<file path="src/rtl/iter_mult_unit.sv">
// iter_mult_unit: multi-cycle shift-add multiplier for MULT/MULTU.
// One partial product per cycle on operand magnitudes, with the sign fixed up in one extra
// cycle. Returns a 2*WIDTH-bit product as HI/LO with a one-cycle mult_done pulse.
// Optional build macro MULT_EARLY_TERM_EN: leave CALC as soon as the remaining multiplier
// bits are all zero (results unchanged, latency data-dependent).
module iter_mult_unit #(
  parameter int unsigned WIDTH = 32
) (
  input  logic             clk,
  input  logic             reset,
  input  logic             mult_valid,
  input  logic             mult_signed,
  input  logic [WIDTH-1:0] mult_op1,
  input  logic [WIDTH-1:0] mult_op2,
  output logic             mult_ready,
  output logic             mult_done,
  output logic [WIDTH-1:0] product_hi,
  output logic [WIDTH-1:0] product_lo
);

  // Iteration counter width is derived from WIDTH and never overridden.
  localparam int unsigned CNT_W = $clog2(WIDTH) + 1;
  localparam int unsigned PW    = 2 * WIDTH;

  localparam logic [1:0] StIdle = 2'd0;
  localparam logic [1:0] StCalc = 2'd1;
  localparam logic [1:0] StSign = 2'd2;
  localparam logic [1:0] StDone = 2'd3;

  localparam logic [CNT_W-1:0] CntInit = CNT_W'(WIDTH);
  localparam logic [CNT_W-1:0] CntOne  = CNT_W'(1);

  if (WIDTH < 8 || WIDTH > 64) begin : g_bad_width
    $error("iter_mult_unit: WIDTH must be within 8..64");
  end

  // State
  logic [1:0]       r_state;
  logic [CNT_W-1:0] r_cnt;
  logic [PW-1:0]    r_mcand;   // |op1| pre-shifted by the current iteration index
  logic [WIDTH-1:0] r_mplier;  // |op2|, consumed LSB first
  logic [PW-1:0]    r_acc;
  logic             r_neg;
  logic             r_done;
  logic [WIDTH-1:0] r_hi;
  logic [WIDTH-1:0] r_lo;

  // Next-state values
  logic [1:0]       w_state_next;
  logic [CNT_W-1:0] w_cnt_next;
  logic [PW-1:0]    w_mcand_next;
  logic [WIDTH-1:0] w_mplier_next;
  logic [PW-1:0]    w_acc_next;
  logic             w_neg_next;
  logic             w_done_next;
  logic [WIDTH-1:0] w_hi_next;
  logic [WIDTH-1:0] w_lo_next;

  // Datapath helpers
  logic [WIDTH-1:0] w_op1_mag;
  logic [WIDTH-1:0] w_op2_mag;
  logic             w_neg_in;
  logic [PW-1:0]    w_addend;
  logic [PW-1:0]    w_acc_sum;
  logic [WIDTH-1:0] w_mplier_shr;
  logic [CNT_W-1:0] w_cnt_dec;
  logic             w_calc_last;

  // Operand magnitudes; -(-2^(W-1)) wraps to 2^(W-1), which is the correct unsigned magnitude.
  always_comb begin
    w_op1_mag = (mult_signed && mult_op1[WIDTH-1]) ? -mult_op1 : mult_op1;
    w_op2_mag = (mult_signed && mult_op2[WIDTH-1]) ? -mult_op2 : mult_op2;
    w_neg_in  = mult_signed & (mult_op1[WIDTH-1] ^ mult_op2[WIDTH-1]);
  end

  // One shift-add step: the 2W-bit accumulator cannot overflow with W-bit magnitudes.
  always_comb begin
    w_addend     = r_mplier[0] ? r_mcand : '0;
    w_acc_sum    = r_acc + w_addend;
    w_mplier_shr = r_mplier >> 1;
    w_cnt_dec    = r_cnt - CntOne;
  end

`ifdef MULT_EARLY_TERM_EN
  // Stop once no set multiplier bits remain; the counter still bounds the loop.
  assign w_calc_last = (w_cnt_dec == '0) || (w_mplier_shr == '0);
`else
  assign w_calc_last = (w_cnt_dec == '0);
`endif

  // FSM and datapath next-state selection
  always_comb begin
    w_state_next  = r_state;
    w_cnt_next    = r_cnt;
    w_mcand_next  = r_mcand;
    w_mplier_next = r_mplier;
    w_acc_next    = r_acc;
    w_neg_next    = r_neg;
    w_done_next   = 1'b0;
    w_hi_next     = r_hi;
    w_lo_next     = r_lo;

    case (r_state)
      StIdle: begin
        if (mult_valid) begin
          w_mcand_next  = {{WIDTH{1'b0}}, w_op1_mag};
          w_mplier_next = w_op2_mag;
          w_neg_next    = w_neg_in;
          w_acc_next    = '0;
          w_cnt_next    = CntInit;
          w_state_next  = StCalc;
        end
      end
      StCalc: begin
        w_acc_next    = w_acc_sum;
        w_mcand_next  = r_mcand << 1;
        w_mplier_next = w_mplier_shr;
        w_cnt_next    = w_cnt_dec;
        if (w_calc_last) begin
          w_state_next = StSign;
        end
      end
      StSign: begin
        // Zero negates to zero, so a zero operand needs no special case.
        if (r_neg) begin
          w_acc_next = -r_acc;
        end
        w_state_next = StDone;
      end
      StDone: begin
        // Results register on leaving DONE so HI/LO and the pulse appear together.
        w_hi_next    = r_acc[PW-1:WIDTH];
        w_lo_next    = r_acc[WIDTH-1:0];
        w_done_next  = 1'b1;
        w_state_next = StIdle;
      end
      default: begin
        w_state_next = StIdle;
      end
    endcase
  end

  // State registers with asynchronous active-high reset
  always_ff @(posedge clk or posedge reset) begin
    if (reset) begin
      r_state  <= StIdle;
      r_cnt    <= '0;
      r_mcand  <= '0;
      r_mplier <= '0;
      r_acc    <= '0;
      r_neg    <= 1'b0;
      r_done   <= 1'b0;
      r_hi     <= '0;
      r_lo     <= '0;
    end else begin
      r_state  <= w_state_next;
      r_cnt    <= w_cnt_next;
      r_mcand  <= w_mcand_next;
      r_mplier <= w_mplier_next;
      r_acc    <= w_acc_next;
      r_neg    <= w_neg_next;
      r_done   <= w_done_next;
      r_hi     <= w_hi_next;
      r_lo     <= w_lo_next;
    end
  end

  // Outputs
  always_comb begin
    mult_ready = (r_state == StIdle);
    mult_done  = r_done;
    product_hi = r_hi;
    product_lo = r_lo;
  end

endmodule

</file>
<file path="config.mk">
export PLATFORM = sky130hd
export DESIGN_NAME = iter_mult_unit
export DESIGN_NICKNAME = d
export VERILOG_FILES = /design/src/rtl/iter_mult_unit.sv
export SDC_FILE = /design/constraint.sdc
export NUM_CORES = 1
export LEC_CHECK = 0
export CORE_UTILIZATION = 54
export DETAILED_ROUTE_END_ITERATION = 10
export GPL_TIMING_DRIVEN = 0
export PLACE_DENSITY = 0.83
export SKIP_LAST_GASP = 1
export SYNTH_ARGS = -nofsm -noshare
export SYNTH_HDL_FRONTEND = slang
export SYNTH_SLANG_ARGS = --single-unit
</file>
<file path="constraint.sdc">
create_clock -name clk -period 16.41 [get_ports clk]
set_clock_uncertainty 0.15 [all_clocks]
set_input_delay 3.282 -clock clk [delete_from_list [all_inputs] [get_ports clk]]
set_output_delay 3.282 -clock clk [all_outputs]
set_load 0.05 [all_outputs]
</file>
# Word level (Yosys, flattened, before mapping)
# Cells that the tools add are included.
[word_totals] ff_bits=234 in_bits=68 wordCells=48
[op_classes] addsub=5 eq_ne=6 n_mux=16 bitwise=2 n_reduce_logical=10
[ops] op="$mux W64" count=4
[ops] op="$pmux W64 S3" count=1
[ops] op="$pmux W64 S2" count=1
[ops] op="$mux W32" count=3
[ops] op="$add A64 B64 Y64" count=1
[ops] op="$neg A32 Y32" count=2
[ops] op="$neg A64 Y64" count=1
[ops] op="$pmux W32 S2" count=1
[ops] op="$pmux W6 S2" count=1
[ops] op="$pmux W2 S4" count=1
[ops] op="$logic_not A6 Y1" count=1
[ops] op="$mux W6" count=1
[ops] op="$ne A2 B2 Y1 const B" count=3
[ops] op="$reduce_and A2 Y1" count=3
[ops] op="$sub A6 B1 Y6 const B" count=1
[ops] op="$eq A2 B2 Y1 const B" count=2
[ops] op="$mux W2" count=2
[ops] op="$reduce_and A3 Y1" count=1
[ops] op="$reduce_bool A3 Y1" count=1
[ops] op="$eq A2 B1 Y1 const B" count=1
[ops] op="$logic_and A1 B1 Y1" count=2
[ops] op="$logic_not A2 Y1" count=1
[ops] op="$reduce_bool A2 Y1" count=1
[ops] op="$and A1 B1 Y1" count=1
[ops] op="other kinds (2)" count=2

# Logic depth before layout (Yosys ltp)
# Gate-level depths: netlist of the first run.
[logic_depth] depth_word=4 mapped_depth=15 mapped_depth_nobuf=13

# Worst setup path after synthesis of the first run
# No wires, ideal clock.
[synth_timing] path_type="input to register" start="input port mult_op1[7]" end="register r_mcand[30]" t_arrival_ns=5.624 required_time_ns=16.123 slack_ns=10.499 stages=10 path_buffers=0 path_cell_list="or3_1 -> or4_1 -> nor4_1 -> a21oi_1 -> a21oi_1 -> o21ai_0 -> xnor2_1 -> nor2_1 -> a21oi_1 -> a21oi_1"
[synth_via] elab_chain_len=4
[synth_rtl] element="start, declared" line_no="13" text="input logic [WIDTH-1:0] mult_op1,"
[synth_rtl] element="$neg A32 Y32" line_no="71" text="w_op1_mag = (mult_signed && mult_op1[WIDTH-1]) ? -mult_op1 : mult_op1;"
[synth_rtl] element="$mux W32" line_no="71"
[synth_rtl] element="$mux W64" line_no="105" text="if (mult_valid) begin"
[synth_rtl] element="$pmux W64 S2" line_no="103" text="case (r_state)"
[synth_rtl] element="end signal, assigned" line_no="158" text="r_mcand <= w_mcand_next;"
[synth_rtl] element="end, declared" line_no="40" text="logic [PW-1:0] r_mcand;"
# No other way between the ends. The select of a mux whose other input is x is not followed.
# A chain may end at the register's enable or synchronous reset.

# Final worst setup path of the first run
# Same ends and word-level chain as after synthesis.

==> out/qor.csv, run 1 <==
metric,value,unit
critical path class,in -> reg,
required time worst endpoint,16.66,ns
final setup TNS,0,ns
XOR/XNOR share of the synthesized area,0.0615,
power density over the cells,195,mW/mm^2
CTS H-tree lvls,1,
Hold WC Path Type,reg -> reg,
synthesized area,0.0161,sq mm
Period minus WS final,6.68,ns
leak pwr,0.00810,uW
post-synth cell types,71,
Slowest cell on crit path,nor4_1,
Ant. Diodes,0,
GP Congestion,0.966,
Crit path largest cell delay,0.95,ns
Setup crit end kind,flop,
Fmax,0.150,GHz
Rel. slew slack,0.178,
filler cell count,2455,
Worst-path clk slew,0.06,ns
core footprint,0.0290,sq mm
Post-CTS Setup Inserts,0,
register area share after synthesis,0.364,
Mapped Avg Cell Area,8.46,sq um
Layout area overhead,16.9,%
initial core utilization,0.555,
"commonest non-fill, non-tap cell in the layout",dfrtp_1,
Worst-Skew Late Latency,0.54,ns
IO Pins,134,
Vias per Instance,6.29,
Die Wd,175,microns
synth warn,0,
"Hold Violations, Final",0,
synthesized flop and latch total,234,
WP data arrival,6.93,ns
ys async rst share,1.00,
Synth Area in Compound Gates,0.237,
die height,175,microns
number of synthesized flops with an enable pin,0,
Post-Synth Adder-Cell Area,0.0572,
CTS resizes,0,
Initial DRC Count,1701,
Worst setup SP type,primary input,
Avg WL per Cell,19.8,microns
fraction of layout cells with a size suffix above 1,0.0638,
CTS tree,yes,
overflow left after global routing,0,
die area,0.0305,sq mm
CP Cell Sequence,clkdlybuf4s50_1 -> or3_1 -> or4_1 -> nor4_1 -> a21oi_1 -> a21oi_1 -> o21ai_0 -> xnor2_1 -> nor2_1 -> a21oi_1 -> a21oi_1,
Vias,15539,
max_cap viols,0,
Sink Count,234,
synthesized netlist cell count,1904,
final period utilization,0.407,
Synth Area in Simple Gates,0.194,
Total Wirelength,48.8,mm
vias in the first global route,14524,
hold_buf cts,0,
Detail Route Antenna Nets,0,
unrepaired setup endpoints after global routing,no,
measured slew at the worst slew-check pin,1.22,ns
global-route usage over all layers,0.316,
syn_nets,2045,
DRT Pass-1 Iters,6,
HPWL Detailed,36.5,mm
CTS Root Cell,clkbuf_16,
dominant synthesized flop cell,dfrtp_1,
number of nets in the layout,2207,
largest family of logic cells by synthesized area,compound AO/OA/AOI/OAI gates,
first-pass GRT wire length,77.4,mm
CP dominant cell by count,a21oi_1,
largest net degree at the start of global routing,132,
Max IR drop VDD,118,uV
CTS Buf Count,26,
Slew Limit Fails,0,
DRC,0,
PortBufs,133,
row count,62,
"commonest non-fill, non-tap cells in the layout","dfrtp_1 (234), o21ai_0 (205), a21oi_1 (203)",
hold_ws,0.332,ns
Final setup viols,0,
worst-case clock buffer depth,3,
mux contribution to synthesized area,0.0491,
outcome,finished clean,
CP Max Fanout,7,
antenna violations before repair,0,
==> kinds of logic (layout without fill, tap and decap cells) <==
family	count (synthesis)	after routing
xor gates and xnor gates	113	113
buffers and inverters	161	342
AOI/OAI and AO/OA	631	631
DFF	234	234
muxes	71	71
and+or+nand+nor	621	621
adders and majority gates	73	73
==> path summary, 6_finish.rpt <==
kind	start	end	slack (ns)	cells past startpoint
worst min register to register	r_mplier[4]	r_mplier[4]	0.33	2
max in group asynchronous	reset	r_mplier[11]	11.90	3
worst max register to register	r_mplier[0]	r_acc[58]	10.95	15
min in group asynchronous	reset	product_lo[15]	3.09	2
worst min-delay path	r_mplier[4]	r_mplier[4]	0.33	2
worst max-delay path	mult_op1[7]	r_mcand[30]	9.73	11
==> Yosys cell counts, types with 49 or more instances <==
library cell	instances	area share
a21oi_1	203	0.063
and2_1	75	0.029
clkbuf_1	94	0.022
dfrtp_1	234	0.36
ha_1	72	0.056
inv_1	54	0.013
mux2_2	64	0.045
nand2_1	176	0.041
nor2_1	138	0.032
nor3_1	59	0.018
o21ai_0	205	0.064
xnor2_1	64	0.035
xor2_1	49	0.027
==> metrics by stage <==
stage / instances / instance area [sq um] / total power [uW] / util / setup WS [ns]
floorplan: 1904 / 16100 / 2370 / - / 6.56
global placement: 2421 / 17900 / 2960 / 0.618 / 3.76
detailed placement: 2422 / 18000 / 3030 / 0.619 / 9.31
CTS: 2469 / 18800 / 3640 / 0.649 / 9.86
global route: 2469 / 18800 / 3900 / 0.649 / 9.56
finish: 2469 / 18800 / 3670 / 0.649 / 9.73
==> layer usage <==
metal,wire (microns),GRT usage
met1,21600,0.460
met3,4010,0.0342
met2,21700,0.488
met4,1460,0.107
met5,0,0
==> worst max-delay path: cells and delay by family <==
kind | cells | cell delay [ns]
xor+xnor | 1 | 0.28
simple gates | 4 | 1.99
buf+inv | 1 | 0.45
compound gates | 5 | 0.93
==> report_power, final <==
part           total [uW]  internal, uW  switching [uW]
logic                2080           704            1380
clock network         603           358             246
registers             987           784             204
==> registers in the layout (all words and copies together), names as in the netlist <==
name	cells
r_mcand	64
r_cnt	6
mult_done	1
r_acc	64
r_state	2
product_hi	32
product_lo	32
r_neg	1
r_mplier	32
==> layout make-up <==
class / instances / area [sq um] / share of cell area
Multi-Input combinational cell: 1509 / 9630 / 0.511
Sequential cell: 234 / 5860 / 0.311
Timing Repair Buffer: 134 / 1360 / 0.0722
Clock buffer: 37 / 773 / 0.0411
Tap cell: 384 / 480 / 0.0255
Buffer: 107 / 414 / 0.0220
Inverter: 54 / 210 / 0.0112
Clock inverter: 10 / 106 / 0.00565
Power figures use the tool's default switching activity.
==> run 2: changes to the inputs <==
- clock period: 16.41 -> 6.3 ns (I/O delays scaled with it)
==> run 2 against run 1 <==
Compared with the run above:
- core utilization increased by 0.48 points
- count of clock-buffer cells in the layout fell by 5
- first-iteration DRC count grew 7.6%
- worst setup slack worse by 8.8 ns
- combinational power increased to 2.6 times the previous value
- wire length up 0.57%
- register-to-register slack got worse by 10 ns
- clock power rose to 2.8 times the previous value
- cell area rose by 0.74%
- global-route usage is 0.30 points higher
- critical endpoint is now r_acc[58]
- largest cell class unchanged
- largest power group unchanged
- highest routed layer unchanged
==> out/qor.csv, run 2 (synthesized netlist as in run 1, its figures left out) <==
metric,value,unit
outcome,finished clean,
number of nets in the layout,2212,
CTS H-tree lvls,1,
CTS Root Cell,clkbuf_16,
first-pass GRT wire length,78.3,mm
Hold WC Path Type,reg -> reg,
measured slew at the worst slew-check pin,1.17,ns
dpl ws,1.05,ns
flop-to-flop setup slack,0.92,ns
initial core utilization,0.555,
Slew Limit Fails,0,
die area,0.0305,sq mm
HPWL Detailed,37.5,mm
power density over the cells,510,mW/mm^2
hold depth,2,
max layer used,met4,
worst r2r src,r_mplier[0],
hold_buf cts,0,
Worst Setup SP,r_mplier[0],
WP data arrival,5.61,ns
"commonest non-fill, non-tap cell in the layout",dfrtp_1,
met3 WL,4.25,mm
PortBufs,133,
core footprint,0.0290,sq mm
antenna violations before repair,0,
FF-to-FF path depth,15,
DRC,0,
WL met2,22.1,mm
max_cap viols,0,
DRT Pass-1 Iters,8,
largest net degree at the start of global routing,41,
Period minus WS final,5.38,ns
Avg WL per Cell,19.9,microns
fraction of layout cells with a size suffix above 1,0.0652,
RR Endpoint,r_acc[58],
area of the multi-input gates,0.00963,sq mm
M1 wire length,21.6,mm
CP dominant cell by count,clkbuf_1,
Sink Count,234,
Setup crit end kind,flop,
IO Pins,134,
Vias per Instance,6.28,
required time worst endpoint,6.54,ns
row count,62,
"commonest non-fill, non-tap cells in the layout","dfrtp_1 (234), o21ai_0 (205), a21oi_1 (203)",
overflow left after global routing,0,
global-route usage over all layers,0.319,
Fmax,0.186,GHz
leak pwr,0.00815,uW
Worst-path clk slew,0.07,ns
"Largest delay share family, worst path",compound AO/OA/AOI/OAI gates,
filler cell count,2469,
final period utilization,0.853,
Layout area overhead,17.8,%
Total Wirelength,49.1,mm
Rel. slew slack,0.212,
GP Congestion,0.960,
Post-CTS Setup Inserts,0,
worst-case clock buffer depth,3,
min-delay src,r_mplier[6],
CTS tree,yes,
CTS resizes,0,
"Hold Violations, Final",0,
Worst-Skew Late Latency,0.54,ns
die height,175,microns
vias in the first global route,14600,
Die Wd,175,microns
Setup WS post-layout,0.925,ns
critical path class,reg -> reg,
Layout Cells excl Fill,2471,
Final setup viols,0,
Worst setup SP type,flop,
final setup TNS,0,ns
Detail Route Antenna Nets,0,
Slowest cell on crit path,o31ai_1,
Largest regs,"r_acc (64), r_mcand (64)",
unrepaired setup endpoints after global routing,no,
Worst Hold Path EP,r_mplier[6],
Crit path largest cell delay,0.80,ns
placed insts,2427,
Initial DRC Count,1830,
CP Cell Sequence,clkbuf_1 -> clkbuf_1 -> and2_1 -> ha_1 -> clkbuf_1 -> a21oi_1 -> o21bai_1 -> a221o_1 -> o31ai_1 -> a21oi_1 -> o21ba_2 -> o31ai_1 -> o21ai_0 -> xnor2_1 -> o221ai_1,
Ant. Diodes,0,
CTS Buf Count,26,
CP bufs+invs,3,
CP Max Fanout,10,
Vias,15507,
Max IR drop VDD,256,uV
register area,0.00586,sq mm
==> run 2: worst max path at each step <==
stage	end	slack, ns	depth (start not counted)
after floorplan	mult_done	1.83	1
after global placement	r_mplier[12]	0.11	2
after detailed placement	r_acc[58]	1.05	15
after CTS	r_acc[58]	1.04	15
after global routing	r_acc[58]	0.73	15
final	r_acc[58]	0.92	15
==> run 2: cell type report <==
cell class,instances,share of cell area
buffer,107,0.0218
clock buffer,32,0.0377
clock inverter,12,0.0113
inverter,54,0.0109
multi-input combinational,1509,0.508
sequential,234,0.309
tap,384,0.0253
timing repair buffer,139,0.0765
==> run 2: report_power, final <==
part           leakage [uW]  total [uW]  switching, uW  internal [uW]
clock              0.000451        1670            631           1040
combinational       0.00459        5430           3590           1840
sequential          0.00310        2580            535           2040
==> run 2: metal layers <==
layer  up-vias  global-route usage
li1       7267                   -
met1      7399               0.457
met2       743               0.500
met3        98              0.0450
met4         0              0.0928
met5         -                   0
==> run 2: worst min-delay path, delay by kind of cell (launching register included) <==
family | cells | cell delay [ns]
AOI/OAI and AO/OA | 1 | 0.06
DFF | 1 | 0.34
and+or+nand+nor | 1 | 0.05
==> run 2: per-stage QoR <==
step | hold WS (ns) | total power, uW | util | cell area, sq um
final | 0.332 | 9680 | 0.654 | 19000
after detailed placement | 0.321 | 7900 | 0.622 | 18000
after CTS | 0.340 | 9590 | 0.654 | 19000
after global placement | 0.301 | 7720 | 0.618 | 17900
after floorplan | 0.288 | 6170 | - | 16100
after global routing | 0.357 | 10300 | 0.654 | 19000
==> run 3: changes to the inputs <==
- PLACE_DENSITY: 0.83 -> 0.8
==> run 3 against run 2 <==
Compared with the run above:
- sequential share of layout area grew 0.12 points
- critical endpoint unchanged
- critical path type unchanged
- largest power group unchanged
- sequential cell count is the same
- first-iteration DRC count shrank 6.2%
- worst hold slack lost 0.011 ns
- sequential power is essentially flat
- register-to-register slack gained 0.095 ns
- non-clock buffer count is the same
==> out/qor.csv, run 3 (synthesized netlist as in run 1, its figures left out) <==
metric,value,unit
Worst-Skew Late Latency,0.54,ns
Slew Limit Fails,0,
fraction of layout cells with a size suffix above 1,0.0661,
Worst-path clk slew,0.06,ns
CTS resizes,0,
CTS H-tree lvls,1,
global-route usage over all layers,0.325,
hold_buf cts,0,
first-pass GRT wire length,79.2,mm
initial core utilization,0.555,
final period utilization,0.838,
die height,175,microns
Fmax,0.189,GHz
Worst setup SP type,flop,
outcome,finished clean,
critical path class,reg -> reg,
CTS Root Cell,clkbuf_16,
sw frac,0.502,
die area,0.0305,sq mm
"commonest non-fill, non-tap cells in the layout","dfrtp_1 (234), o21ai_0 (205), a21oi_1 (203)",
GP Congestion,0.951,
vias in the first global route,14626,
sw power,4810,uW
Pint,4780,uW
Final setup viols,0,
Placed Area,0.0180,sq mm
Layout area overhead,17.3,%
required time worst endpoint,6.54,ns
Rel. slew slack,0.161,
Vias per Instance,6.27,
Max IR drop VDD,252,uV
number of nets in the layout,2212,
worst-case clock buffer depth,3,
Clk network pwr share,0.161,
leak pwr,0.00811,uW
HPWL Detailed,37.9,mm
Setup crit end kind,flop,
Largest regs,"r_acc (64), r_mcand (64)",
Avg WL per Cell,20.1,microns
row count,62,
Total Wirelength,49.8,mm
"commonest non-fill, non-tap cell in the layout",dfrtp_1,
largest net degree at the start of global routing,45,
DRC,0,
CTS Buf Count,26,
"Hold Violations, Final",0,
Hold WC Path Type,reg -> reg,
power density over the cells,507,mW/mm^2
power share of the sequential group,0.269,
Detail Route Antenna Nets,0,
Period minus WS final,5.28,ns
Die Wd,175,microns
CTS tree,yes,
max_cap viols,0,
Post-CTS Setup Inserts,0,
overflow left after global routing,0,
final setup TNS,0,ns
Ant. Diodes,0,
CP Capture Point,r_acc[58],
worst r2r src,r_mplier[0],
unrepaired setup endpoints after global routing,no,
DRT Pass-1 Iters,8,
Initial DRC Count,1717,
PortBufs,133,
WP data arrival,5.52,ns
measured slew at the worst slew-check pin,1.25,ns
IO Pins,134,
Worst Setup SP,r_mplier[0],
flop-to-flop setup slack,1.02,ns
hold_ws,0.320,ns
RR Endpoint,r_acc[58],
Combinational Power Share,0.570,
FF-to-FF path depth,15,
core footprint,0.0290,sq mm
antenna violations before repair,0,
CP Max Fanout,10,
Vias,15516,
final instance area,0.0189,sq mm
Sink Count,234,
[run 3: worst min path at each step]
| stage | slack, ns | cells after the start | startpoint | end |
|---|---|---|---|---|
| 2_1_floorplan | 0.29 | 2 | r_mplier[31] | r_mplier[31] |
| 3_3_place_gp | 0.30 | 2 | r_mplier[31] | r_mplier[31] |
| 3_5_place_dp | 0.31 | 2 | r_mplier[31] | r_mplier[31] |
| 4_1_cts | 0.32 | 2 | r_mplier[31] | r_mplier[31] |
| 5_1_grt | 0.36 | 2 | r_mplier[31] | r_mplier[31] |
| 6_report | 0.32 | 2 | r_mplier[31] | r_mplier[31] |
[run 3: through the flow]
step	setup slack [ns]	power (uW)	utilization	cells
2_1_floorplan	1.83	6170	-	1904
3_3_place_gp	0.118	7760	0.618	2421
3_5_place_dp	1.10	7920	0.622	2427
4_1_cts	1.07	9490	0.651	2473
5_1_grt	0.780	10200	0.651	2473
6_report	1.02	9580	0.651	2473
[run 3: final cells by class]
class,count,area [sq um]
inverter,54,206
sequential,234,5860
multi-input combinational,1509,9630
timing repair buffer,139,1450
buffer,107,414
fill,2470,10100
tap,384,480
clock buffer,30,676
clock inverter,16,180
[run 3: metal layers]
metal,up-vias,global-route usage,share of wire
met5,-,0,0
met3,86,0.0370,0.083
met1,7463,0.475,0.45
li1,7262,-,-
met2,705,0.506,0.45
met4,0,0.0924,0.024
[run 3: critical path, stage by stage (launching register included)]
cell	delay [ns]
dfrtp_1	0.34
clkbuf_1	0.44
clkbuf_1	0.29
and2_1	0.23
ha_1	0.25
clkbuf_1	0.19
a21oi_1	0.21
o21bai_1	0.08
a221o_1	0.33
o31ai_1	0.51
a21oi_1	0.26
o21ba_2	0.26
o31ai_1	0.76
o21ai_0	0.42
xnor2_1	0.25
o221ai_1	0.14
[run 3: power by group through the flow]
stage | logic (uW) | registers, uW | clock network (uW)
finish | 5460 | 2580 | 1550
CTS | 5370 | 2560 | 1560
floorplan | 3230 | 2940 | 0
global placement | 5210 | 2550 | 0
detailed placement | 5340 | 2580 | 0
global route | 5920 | 2640 | 1620
==> patch 1: new RTL, flow settings as in run 1 <==
The parameter `WIDTH` goes from 32 to 16.
--- a/src/rtl/iter_mult_unit.sv
+++ b/src/rtl/iter_mult_unit.sv
@@ -4,7 +4,7 @@
 // Optional build macro MULT_EARLY_TERM_EN: leave CALC as soon as the remaining multiplier
 // bits are all zero (results unchanged, latency data-dependent).
 module iter_mult_unit #(
-  parameter int unsigned WIDTH = 32
+  parameter int unsigned WIDTH = 16
 ) (
   input  logic             clk,
   input  logic             reset,
Ports: changed (resized mult_op1, mult_op2, product_hi and product_lo); port bits go from 134 to 70. No check against the original RTL was run, so the function may have changed too.
==> patch 1 against run 1 <==
- via count down 52%
- clock power down 37%
- final area down 49%
- combinational power down 51%
- worst setup slack better by 0.95 ns
- wire length down 57%
- cell count down 50%
- critical path depth down 2
- total power down 49%
- synthesized area down 50%
- die area down 50%
- sequential share of layout area up 0.48 points
- sequential cell count down 113
- critical endpoint is now r_acc[30]
- largest cell class unchanged
- highest routed layer unchanged
==> patch 1: results (changes against run 1) <==
- **number of CTS-inserted buffers** 17, -35%
- **met2 WL post-DR** 9631 um, -56%
- **maximum count of clock buffers along a single path** 2, -1
- **critical path's largest stage delay** 0.54 ns, -0.41 ns
- **path depth of the worst reg2reg path** 8, -7
- **number of buffers added on ports** 69, -48%
- **detailed route wirelength on metal3** 1786 um, -55%
- **layout filler cell count** 1218, -50%
- **clock latency at the later pin of the worst-skew pair** 0.42 ns, -0.12 ns
- **final HPWL from detailed placement** 15690 um, -57%
- **largest registers ranked by flip-flop count** r_acc: 32 flops, r_mcand: 32 flops
- **Synth cell types** 57, -20%
- **fraction of the yosys area taken by sequential cells** 37.67%, +1.3 points
- **maximum fanout along the worst path** 10, +3
- **slowest library cell on the worst path** sky130_fd_sc_hd__clkdlybuf4s50_1
- **worst slew slack as a fraction of its limit** 45.19%, +27 points
- **routed wirelength normalized by instance count** 17.27 um, -13%
- **Leakage** 4.213 nW, -48%
- **run status** finished clean
- **total via count in the routed design** 7392, -52%
- **worst supply voltage drop on vdd** 129.2 uV, +9.6%
- **Detailed Route Iter0 Violations** 756, -56%
- **H-Tree Depth** 4, +3
- **number of nets in the finished design** 1103, -50%
- **final weighted congestion of routability-driven global placement** 0.9228, -4.5%
- **first-pass GRT wire length** 34150 um, -56%
- **leading cell types by total area after synthesis** sky130_fd_sc_hd__dfrtp_1 (38%), sky130_fd_sc_hd__o21ai_0 (6.7%), sky130_fd_sc_hd__ha_1 (6.2%)
## patch 1: changes by cell type after synthesis, moves of 32 or more
| cell | before | now |
|---|---|---|
| sky130_fd_sc_hd__a21oi_1 | 203 | 88 |
| sky130_fd_sc_hd__dfrtp_1 | 234 | 121 |
| sky130_fd_sc_hd__o21ai_0 | 205 | 107 |
| sky130_fd_sc_hd__nand2_1 | 176 | 95 |
| sky130_fd_sc_hd__nor2_1 | 138 | 63 |
| sky130_fd_sc_hd__clkbuf_1 | 94 | 48 |
| sky130_fd_sc_hd__and2_1 | 75 | 34 |
| sky130_fd_sc_hd__xnor2_1 | 64 | 29 |
| sky130_fd_sc_hd__ha_1 | 72 | 40 |
## patch 1: final timing paths
kind,start,end,slack (ns)
max in group asynchronous,reset,r_mcand[25],12.28
min in group asynchronous,reset,product_lo[4],3.13
worst max register to register,r_acc[0],r_acc[31],12.70
worst min register to register,r_mplier[6],r_mplier[6],0.33
worst max-delay path,mult_valid,r_acc[30],10.67
worst min-delay path,r_mplier[6],r_mplier[6],0.33
## patch 1: final cells by class
type                    count  area [um^2]  share of cell area, %
well taps                 184        230.2                  2.401
repair buffers             70        718.2                  7.490
flip-flops and latches    121         3028                  31.58
plain buffers              50        187.7                  1.957
multi-input cells         737         4713                  49.15
clock buffers              23        478.0                  4.984
clock inverters             9        120.1                  1.253
inverters                  29        113.9                  1.187
## patch 1: worst min-delay path, delay by kind of cell (launching register included)
family             cells  cell delay, ns
DFF                    1            0.34
AOI/OAI and AO/OA      1            0.06
and+or+nand+nor        1            0.05
## patch 1: kinds of logic (layout without fill, tap and decap cells)
logic type / Yosys count / in the layout / synth area share, %
compound gates: 299 / 299 / 22.43
flops: 121 / 121 / 37.67
xor+xnor: 50 / 50 / 5.448
buf+inv: 79 / 181 / 3.689
simple gates: 305 / 305 / 18.52
mux: 42 / 42 / 5.760
fa+ha+maj: 41 / 41 / 6.476
## patch 1: routing by layer
metal,up-vias,global-route usage [%]
li1,3564,-
met1,3498,40.95
met2,305,44.97
met3,25,6.044
met4,0,9.077
met5,-,0
## patch 1: per-stage QoR
stage	cells	worst slack (ns)	hold WS [ns]	total power [mW]	cell area (um^2)
CTS	1223	10.75	0.3349	1.872	9589
finish	1223	10.67	0.3346	1.884	9589
detailed placement	1191	10.29	0.3230	1.485	8991
global placement	1190	8.096	0.3132	1.454	8959
floorplan	937	9.764	0.2996	1.193	8038
global route	1223	10.57	0.3686	2.013	9589
## patch 1: power breakdown
group          internal, mW  switching (mW)
Clock                 0.249           0.129
Combinational         0.353           0.665
Sequential            0.401          0.0873
Total                  1.00           0.882
==> patch 2: new RTL, config.mk and constraints of run 1 <==
Made on the original files. Reset style: synchronous (`reset`), changed in one clocked block. Comments in the files are not updated.
--- a/src/rtl/iter_mult_unit.sv
+++ b/src/rtl/iter_mult_unit.sv
@@ -141,7 +141,7 @@
   end
 
   // State registers with asynchronous active-high reset
-  always_ff @(posedge clk or posedge reset) begin
+  always_ff @(posedge clk) begin
     if (reset) begin
       r_state  <= StIdle;
       r_cnt    <= '0;
Check against the original RTL: differs if reset is asserted again (counterexample within 4 cycles, from zero or initial values and one cycle with reset high); with reset held inactive, the same outputs for 10 cycles.
==> patch 2 against run 1 <==
- register-to-register slack better by 0.13 ns
- sequential cell count unchanged
- wire length up 12%
- worst setup slack better by 0.55 ns
- fmax up 9.0%
- synthesized area down 0.26%
- final area down 0.29%
- largest cell class unchanged
Power is not compared: it rests on default switching activity, and its combinational part moved more than twofold at a synthesized area within 25%.
==> patch 2: results (changes against run 1) <==
- **vias in the first global route** 15780, +8.7%
- **pin count of the biggest net entering global routing** 15, -89%
- **most frequent cells after synthesis** sky130_fd_sc_hd__nand2_1 (271), sky130_fd_sc_hd__nor2_1 (248), sky130_fd_sc_hd__dfxtp_1 (234)
- **largest registers ranked by flip-flop count** r_acc: 64 flops, r_mcand: 64 flops
- **number of buffers added on ports** 131, -1.5%
- **pre-CTS WS** 9.750 ns, +0.4428 ns
- **run status** finished clean
- **number of CTS-inserted buffers** 25, -3.8%
- **Initial DRT Pass Iterations** 9, +3
- **number of nets in the finished design** 2475, +12%
- **Syn. warnings** 0, unchanged
- **Detailed Route Iter0 Violations** 2195, +29%
- **met1 WL** 23250 um, +7.5%
- **non-filler instance count after layout** 2736, +11%
- **routed wirelength normalized by instance count** 19.98 um, +1.0%
- **Primary FF master, synth** sky130_fd_sc_hd__dfxtp_1
- **utilization of the core after routing** 64.71%, -0.19 points
- **arrival time worst endpoint** 6.38 ns, -0.55 ns
- **Synth async-reset ratio** 0%, -100 points
- **aggregate global-route resource usage** 35.06%, +3.5 points
- **maximum fanout along the worst path** 6, -1
- **measured slew at the worst slew-check pin** 1.140 ns, -0.08213 ns
- **layout filler cell count** 2601, +5.9%
- **final weighted congestion of routability-driven global placement** 0.9890, +2.4%
- **leading cell types by total area after synthesis** sky130_fd_sc_hd__dfxtp_1 (29%), sky130_fd_sc_hd__a21oi_1 (6.7%), sky130_fd_sc_hd__nand2_1 (6.3%)
- **total via count in the routed design** 17210, +11%
- **first-pass GRT wire length** 84880 um, +9.6%
- **Synth cell types** 76, +7.0%
- **syn nets** 2317, +13%
- **share of cells above drive strength 1** 2.891%, -3.5 points
- **fraction of the yosys area taken by sequential cells** 29.17%, -7.2 points
- **final HPWL from detailed placement** 42560 um, +16%
- **instance area after placement** 17860 um^2, -0.50%
- **post-route clock period utilization** 37.36%, -3.4 points
- **detailed route wirelength on metal3** 6238 um, +56%
- **met2 WL post-DR** 23110 um, +6.3%
- **slowest library cell on the worst path** sky130_fd_sc_hd__or4_1
- **critical path's largest stage delay** 0.59 ns, -0.36 ns
- **number of antenna violations at the first check in global routing** 0, unchanged
- **Mapped Avg Cell Area** 7.381 um^2, -13%
## patch 2: cell types whose count changed after synthesis, moves of 46 or more
cell / run 1 / this run
sky130_fd_sc_hd__nand2_1: 176 / 271
sky130_fd_sc_hd__dfxtp_1: 0 / 234
sky130_fd_sc_hd__a22oi_1: 13 / 59
sky130_fd_sc_hd__mux2_2: 64 / 0
sky130_fd_sc_hd__nor2_1: 138 / 248
sky130_fd_sc_hd__dfrtp_1: 234 / 0
sky130_fd_sc_hd__o21ai_0: 205 / 149
sky130_fd_sc_hd__mux2i_1: 7 / 71
## patch 2: cells by family (layout without fill, tap and decap cells)
family                     after synthesis  count (layout)  share of synthesized area (%)
DFF                                    234             234                          29.17
muxes                                   71              71                          4.425
xor gates and xnor gates               130             130                          7.089
and+or+nand+nor                        849             849                          24.77
AOI/OAI and AO/OA                      640             640                          24.57
buffers and inverters                  179             355                          4.246
adders and majority gates               73              73                          5.733
## patch 2: worst paths after layout
check                                  start  slack, ns      endpoint  cells past startpoint
worst max-delay path             mult_op1[7]      10.28   r_mcand[30]                     10
worst min-delay path            r_mplier[21]       0.31  r_mplier[21]                      2
worst max register to register   r_mplier[0]      11.08     r_acc[57]                     13
worst min register to register  r_mplier[21]       0.31  r_mplier[21]                      2
## patch 2: final cells by class
type	instances	share of cell area, %
inverters	36	0.7197
plain buffers	143	2.912
flip-flops and latches	234	24.95
clock buffers	30	3.485
multi-input cells	1763	57.00
repair buffers	131	6.984
well taps	384	2.559
clock inverters	15	1.386
## patch 2: worst register-to-register path: stages (launching register included)
cell and delay [ns]:
sky130_fd_sc_hd__dfxtp_1 0.38, sky130_fd_sc_hd__clkbuf_1 0.47, sky130_fd_sc_hd__clkbuf_1 0.39, sky130_fd_sc_hd__and2_1 0.31
sky130_fd_sc_hd__ha_1 0.28, sky130_fd_sc_hd__a211oi_1 0.44, sky130_fd_sc_hd__o21ai_0 0.24, sky130_fd_sc_hd__a211oi_1 0.37
sky130_fd_sc_hd__a211oi_1 0.21, sky130_fd_sc_hd__o31ai_1 0.81, sky130_fd_sc_hd__o21ai_0 0.45, sky130_fd_sc_hd__a41oi_1 0.37
sky130_fd_sc_hd__xnor2_1 0.19, sky130_fd_sc_hd__o221ai_1 0.13
## patch 2: power groups by stage
| stage | Combinational, mW | Sequential [mW] | Clock [mW] |
|---|---|---|---|
| 6_report | 1.00 | 0.699 | 0.636 |
| 5_1_grt | 1.08 | 0.705 | 0.660 |
| 4_1_cts | 0.967 | 0.695 | 0.638 |
| 3_5_place_dp | 0.960 | 0.707 | 0 |
| 3_3_place_gp | 0.936 | 0.703 | 0 |
| 2_1_floorplan | 0.662 | 0.686 | 0 |
## patch 2: layer usage
layer  up-vias  GRT usage [%]
li1       8127              -
met1      7969          48.34
met2       982          53.80
met3       134          6.452
met4         0          13.89
met5         -              0
